`config.mk`:
```
export PLATFORM = sky130hd
export DESIGN_NAME = demux_1_4_stream
export DESIGN_NICKNAME = d
export VERILOG_FILES = /design/src/rtl/demux_pkg.sv /design/src/rtl/demux_slot.sv /design/src/rtl/demux_1_4_stream.sv
export SDC_FILE = /design/constraint.sdc
export NUM_CORES = 1
export LEC_CHECK = 0
export BUFFER_PORTS_ARGS = -buffer_cell sky130_fd_sc_hd__buf_2
export CELL_PAD_IN_SITES_DETAIL_PLACEMENT = 0
export CELL_PAD_IN_SITES_GLOBAL_PLACEMENT = 1
export CORE_ASPECT_RATIO = 1.4
export CORE_MARGIN = 8
export CORE_UTILIZATION = 30
export DETAILED_ROUTE_END_ITERATION = 7
export GPL_TIMING_DRIVEN = 0
export PLACE_DENSITY = 0.72
export SKIP_CTS_REPAIR_TIMING = 1
export SLEW_MARGIN = 20
export SYNTH_ARGS = -nofsm -noshare
export SYNTH_HDL_FRONTEND = slang
export SYNTH_SLANG_ARGS = --single-unit
```
`constraint.sdc`:
```
create_clock -name clk -period 2.5 [get_ports clk]
set_input_delay 0.125 -clock clk [delete_from_list [all_inputs] [get_ports clk]]
set_output_delay 0.125 -clock clk [all_outputs]
set_load 0.01 [all_outputs]
```
`src/rtl/demux_pkg.sv`:
```
// Shared constants and types for the 1-to-4 stream demultiplexer.
package demux_pkg;

    localparam int NUM_CH = 4;
    localparam int SEL_W  = 2;
    localparam int CNT_W  = 16;

    typedef logic [SEL_W-1:0] ch_sel_t;

endpackage

```
`src/rtl/demux_slot.sv`:
```
// One-entry holding register for a single demux output channel.
// Latency: a loaded beat is visible immediately after the loading edge.
// Backpressure: holds its beat until take; a load on the same edge as take replaces it.
module demux_slot #(
    parameter int WIDTH = 8
) (
    input  logic             clk,
    input  logic             rst_n,
    input  logic             load,
    input  logic [WIDTH-1:0] load_data,
    input  logic             take,
    output logic             valid,
    output logic [WIDTH-1:0] data
);

    always_ff @(posedge clk or negedge rst_n) begin
        if (!rst_n) begin
            valid <= 1'b0;
            data  <= '0;
        end else if (load) begin
            valid <= 1'b1;
            data  <= load_data;
        end else if (take) begin
            valid <= 1'b0;
        end
    end

endmodule

```
`src/rtl/demux_1_4_stream.sv`:
```
// Registered 1-to-4 stream demux; optional per-channel transfer counters under DEMUX_CNT_EN.
// Latency: one edge from input accept to out_valid/out_data.
// Backpressure: in_ready stalls only while in_sel addresses a full, non-draining channel.
module demux_1_4_stream
    import demux_pkg::*;
#(
    parameter int WIDTH = 8
) (
    input  logic                      clk,
    input  logic                      rst_n,
    input  logic [WIDTH-1:0]          in_data,
    input  logic [SEL_W-1:0]          in_sel,
    input  logic                      in_valid,
    output logic                      in_ready,
    output logic [NUM_CH*WIDTH-1:0]   out_data,
    output logic [NUM_CH-1:0]         out_valid,
    input  logic [NUM_CH-1:0]         out_ready
`ifdef DEMUX_CNT_EN
    ,
    output logic [NUM_CH*CNT_W-1:0]   cnt
`endif
);

    ch_sel_t           sel;
    logic              in_xfer;
    logic [NUM_CH-1:0] load;
    logic [NUM_CH-1:0] v;

    assign sel       = ch_sel_t'(in_sel);
    // A full slot still accepts when its consumer drains it on the same edge.
    assign in_ready  = ~v[sel] | out_ready[sel];
    assign in_xfer   = in_valid & in_ready;
    assign out_valid = v;

    for (genvar n = 0; n < NUM_CH; n++) begin : g_ch
        assign load[n] = in_xfer && (sel == ch_sel_t'(n));

        demux_slot #(.WIDTH(WIDTH)) u_slot (
            .clk       (clk),
            .rst_n     (rst_n),
            .load      (load[n]),
            .load_data (in_data),
            .take      (out_ready[n]),
            .valid     (v[n]),
            .data      (out_data[n*WIDTH +: WIDTH])
        );
    end

`ifdef DEMUX_CNT_EN
    for (genvar n = 0; n < NUM_CH; n++) begin : g_cnt
        logic [CNT_W-1:0] c;

        always_ff @(posedge clk or negedge rst_n) begin
            if (!rst_n) begin
                c <= '0;
            end else if (load[n]) begin
                c <= c + CNT_W'(1);
            end
        end

        assign cnt[n*CNT_W +: CNT_W] = c;
    end
`endif

endmodule

```
; ---- After elaboration in Yosys (flattened, before gate mapping)
; Cells that the tools add are included.
; W data, S select, Z words.
[totals]
reg_bits = 36
elab_cells = 36
[classes]
magnitude_cmp = 1
n_eq_ne = 3
mux = 12
bitwise = 3
n_reduce_logical = 9
[op_table]
columns = op, n
row1 = $mux W1, 10
row2 = $reduce_bool A2 Y1, 4
row3 = $bmux W1 S2, 2
row4 = $eq A2 B2 Y1 const B, 2
row5 = $logic_and A1 B1 Y1, 4
row6 = $lt A2 B3 Y1 const B, 1
row7 = $eq A2 B1 Y1 const B, 1
row8 = $logic_not A2 Y1, 1
row9 = $and A1 B1 Y1, 1
row10 = $not A1 Y1, 1
row11 = $or A1 B1 Y1, 1

; ---- Logic depth before layout (Yosys ltp)
[depth]
ltp_word = 7
ltp_mapped = 4

; ---- By module
; Synthesis repeated with hierarchy kept, for this count alone.
[hier_totals]
cells_unflattened = 89
area_unflattened_um2 = 1577.8
[modules_own_cells]
columns = module, instances, cells_each, area_each_um2, seq_area_each_um2
row1 = demux_slot, 4, 20, 369.1, 225.2
row2 = demux_1_4_stream, 1, 9, 101.3, 0.0

; ---- Least setup slack after synthesis
; OpenSTA, ideal clock, no wires.
[synth_timing]
path_kind = flip-flop to flip-flop
from = register g_ch[2].u_slot.valid
to = register g_ch[2].u_slot.data[0]
arrival_ns = 1.145
required_ns = 2.375
slack_ns = 1.230
stages_incl_launch_ff = 4
n_path_buf = 0
cell_sequence = dfrtp_1 > nand2b_1 > nor3b_4 > mux2_2
[synth_via]
elab_chain_cells = 6
[synth_rtl]
columns = element, line
row1 = from (decl), demux_slot.sv:12  ; output logic valid,
row2 = from (signal assigned), demux_slot.sv:18  ; valid <= 1'b0;
row3 = from (signal assigned), demux_slot.sv:21  ; valid <= 1'b1;
row4 = from (signal assigned), demux_slot.sv:24  ; valid <= 1'b0;
row5 = $bmux W1 S2, demux_1_4_stream.sv:31  ; assign in_ready = ~v[sel] | out_ready[sel];
row6 = $mux W1 (not written as such), demux_1_4_stream.sv:31
row7 = $not A1 Y1, demux_1_4_stream.sv:31
row8 = $or A1 B1 Y1, demux_1_4_stream.sv:31
row9 = $and A1 B1 Y1, demux_1_4_stream.sv:32  ; assign in_xfer = in_valid & in_ready;
row10 = $logic_and A1 B1 Y1, demux_1_4_stream.sv:36  ; assign load[n] = in_xfer && (sel == ch_sel_t'(n));
row11 = to (signal assigned), demux_slot.sv:22  ; data <= load_data;
row12 = to (decl), demux_slot.sv:13  ; output logic [WIDTH-1:0] data
; Every way passes these cells. The select of a mux whose other input is x is not followed.
; A chain may end at the register's enable or synchronous reset.

; ---- Final worst setup path
[layout_timing]
from = register g_ch[2].u_slot.valid
to = register g_ch[2].u_slot.data[2]
; Same word-level chain as after synthesis.

==> results.py <==
metrics = {
    "run_status": {
        "status": "complete, no violations",
    },
    "route": {
        "drtIter0Drc": 38,
        "drc_errors": 0,
        "first_pass_iters": 4,
        "routedWlPerCell_um": 16.1,
        "vias": 944,
        "post_drt_via_cell_ratio": 4.41,
        "totalWireLength_um": 3440,
        "ant_nets": 0,
    },
    "sta": {
        "hold_ws_ns": 0.110,
        "fin_crit_sh": 0.620,
        "slew_headroom": 0.470,
        "setup-tns-final_ns": 0,
        "fmax_mhz": 645,
        "final_hold_viol_count": 0,
        "worst_pin_slew_ns": 0.795,
        "finClkSkew_ns": 0.00285,
        "finalSetupViolations": 0,
        "period_needed_ns": 1.55,
        "rsz0062_at_grt": "no",
        "maxSlewViolCount": 0,
    },
    "synth": {
        "ys_seq_area_frac": 0.629,
        "yosysTopAreaCell": "dfrtp_1",
        "ys_ff_latch": 36,
        "yosysMostFrequentCell": "dfrtp_1",
        "synth_fp_nets": 108,
        "syn_inst": 91,
        "synth_common_cells": "36 x dfrtp_1, 32 x mux2_2, 6 x buf_4, 5 x nand2_1, 4 x nand2b_1",
        "syn_area_um2": 1430,
        "synth.distinct_cells": 12,
        "syn_avg_cell_area_um2": 15.7,
        "postSynth.asyncResetShare": 1.00,
        "synth_edf_count": 0,
        "ys.flop_type": "dfrtp_1",
        "synth_top_area_share": 0.629,
        "yosysWarningCount": 0,
        "synth_area_leaders": "dfrtp_1 63%, mux2_2 25%, buf_4 3.1%",
    },
    "worst_setup_path": {
        "start_kind": "flip-flop",
        "critPathCaptureType": "flip-flop",
        "path_class": "flip-flop to flip-flop",
        "cp.arrival_ns": 1.72,
        "crit_required_ns": 2.67,
        "cp_max_fo": 8,
    },
    "cells_and_area": {
        "n_antenna_cell": 0,
        "seqCellArea_um2": 901,
        "multi_input_area_um2": 485,
        "layout-drive-gt1-share": 0.664,
        "fin_util": 0.411,
        "syn2layout_area_growth_pct": 31.4,
        "nets": 169,
        "n_fill_cell": 458,
    },
    "clocking": {
        "clockBufferDepth": 2,
        "root_buffer": "clkbuf_8",
        "tritoncts": "yes",
        "cts.sinks": 36,
        "htreeDepth": 2,
        "clk_latency_ns": 0.28,
        "cts_buffers": 5,
        "cts.clk_slew.worst_paths_ns": 0.07,
    },
    "run": {
        "maxCapViolations": 0,
    },
    "global_routing": {
        "grt_pass1_wl_um": 5450,
        "grt_start_max_net_pins": 37,
        "grt_overflow": 0,
        "grt_pass1_vias": 1065,
        "grt_usage": 0.100,
        "antenna_found_initial": 0,
    },
    "placement": {
        "io_buffers": 53,
        "place_hpwl_um": 2580,
        "gp_congestion": 0.710,
    },
    "floorplanning": {
        "die_area_um2": 7270,
        "start_util": 0.313,
        "pin_count": 54,
        "die_width_um": 74.4,
        "core_area_um2": 4570,
        "rows": 29,
        "die_h_um": 97.7,
    },
    "pwr": {
        "powerDensity_nw_per_um2": 822,
        "peakVddDrop_mv": 0.364,
        "p_total_uw": 1550,
        "p_leak_uw": 0.000910,
    },
    "worst_hold_path": {
        "hp-class": "primary input to flip-flop",
    },
}
==> cells in the final DEF, fill, tap and decap left out <==
cell type	netlist	layout
buf_2	0	53
dfrtp_1	36	36
mux2_2	32	32
clkbuf_8	0	7
buf_4	6	6
nand2_1	5	5
nand2b_1	4	4
nor2b_1	2	2
mux4_2	1	1
and3_1	1	1
nor3b_4	1	1
nand3b_2	1	1
nand3_1	1	1
o21ai_0	1	1
dlygate4sd3_1	0	1
==> sequential cells by signal, summed over array words and instances (netlist names) <==
signal             flops
g_ch.u_slot.data      32
g_ch.u_slot.valid      4
==> per-stage QoR <==
step                      setup WS, ns  cell area, um^2  instances
after global placement           0.950             1770        206
after detailed placement         0.909             1770        206
after CTS                        0.915             1870        213
after global routing             0.862             1880        214
final                            0.949             1880        214
after floorplan                   1.23             1430         91
==> per-layer routing <==
metal / global-route usage / share of wire / wire length (um) / vias to the layer above
met2: 0.173 / 0.53 / 1840 / 34
met4: 0.0455 / 0.013 / 46 / 0
met1: 0.103 / 0.38 / 1310 / 468
li1: - / - / - / 437
met3: 0.0358 / 0.072 / 249 / 5
met5: 0 / 0 / 0 / -
==> power by group <==
group	leakage (uW)	switching [uW]	internal, uW	total (uW)
Combinational	0.000429	173	187	359
Clock	0.0000503	187	245	432
Sequential	0.000431	57.5	697	755
Total	0.000910	417	1130	1550
==> worst max-delay path: stages (launching register included) <==
cell and delay [ns]:
dfrtp_1 0.37, nand2b_1 0.12, nor3b_4 0.54, mux2_2 0.40
==> final timing paths <==
path                                               end              startpoint  slack, ns  cells after the start
max in group asynchronous       g_ch[3].u_slot.data[5]                   rst_n       1.53                      2
worst max register to register  g_ch[2].u_slot.data[2]    g_ch[2].u_slot.valid       0.95                      3
min in group asynchronous       g_ch[3].u_slot.data[4]                   rst_n       0.47                      2
worst max-delay path            g_ch[2].u_slot.data[2]    g_ch[2].u_slot.valid       0.95                      3
worst min-delay path            g_ch[3].u_slot.data[4]              in_data[4]       0.11                      2
worst min register to register  g_ch[2].u_slot.data[1]  g_ch[2].u_slot.data[1]       0.50                      1
==> area by class of cell <==
class,instances,share of cell area
Buffer,6,0.0240
Clock buffer,7,0.0512
Multi-Input combinational cell,49,0.258
Sequential cell,36,0.479
Tap cell,62,0.0413
Timing Repair Buffer,54,0.146
==> kinds of logic after synthesis <==
family                 share of synthesized area
flip-flops                                 0.629
multiplexers                               0.267
AND/OR/NAND/NOR                           0.0682
buffers and inverters                     0.0315
AO/OA/AOI/OAI                            0.00349
Power figures use the tool's default switching activity.
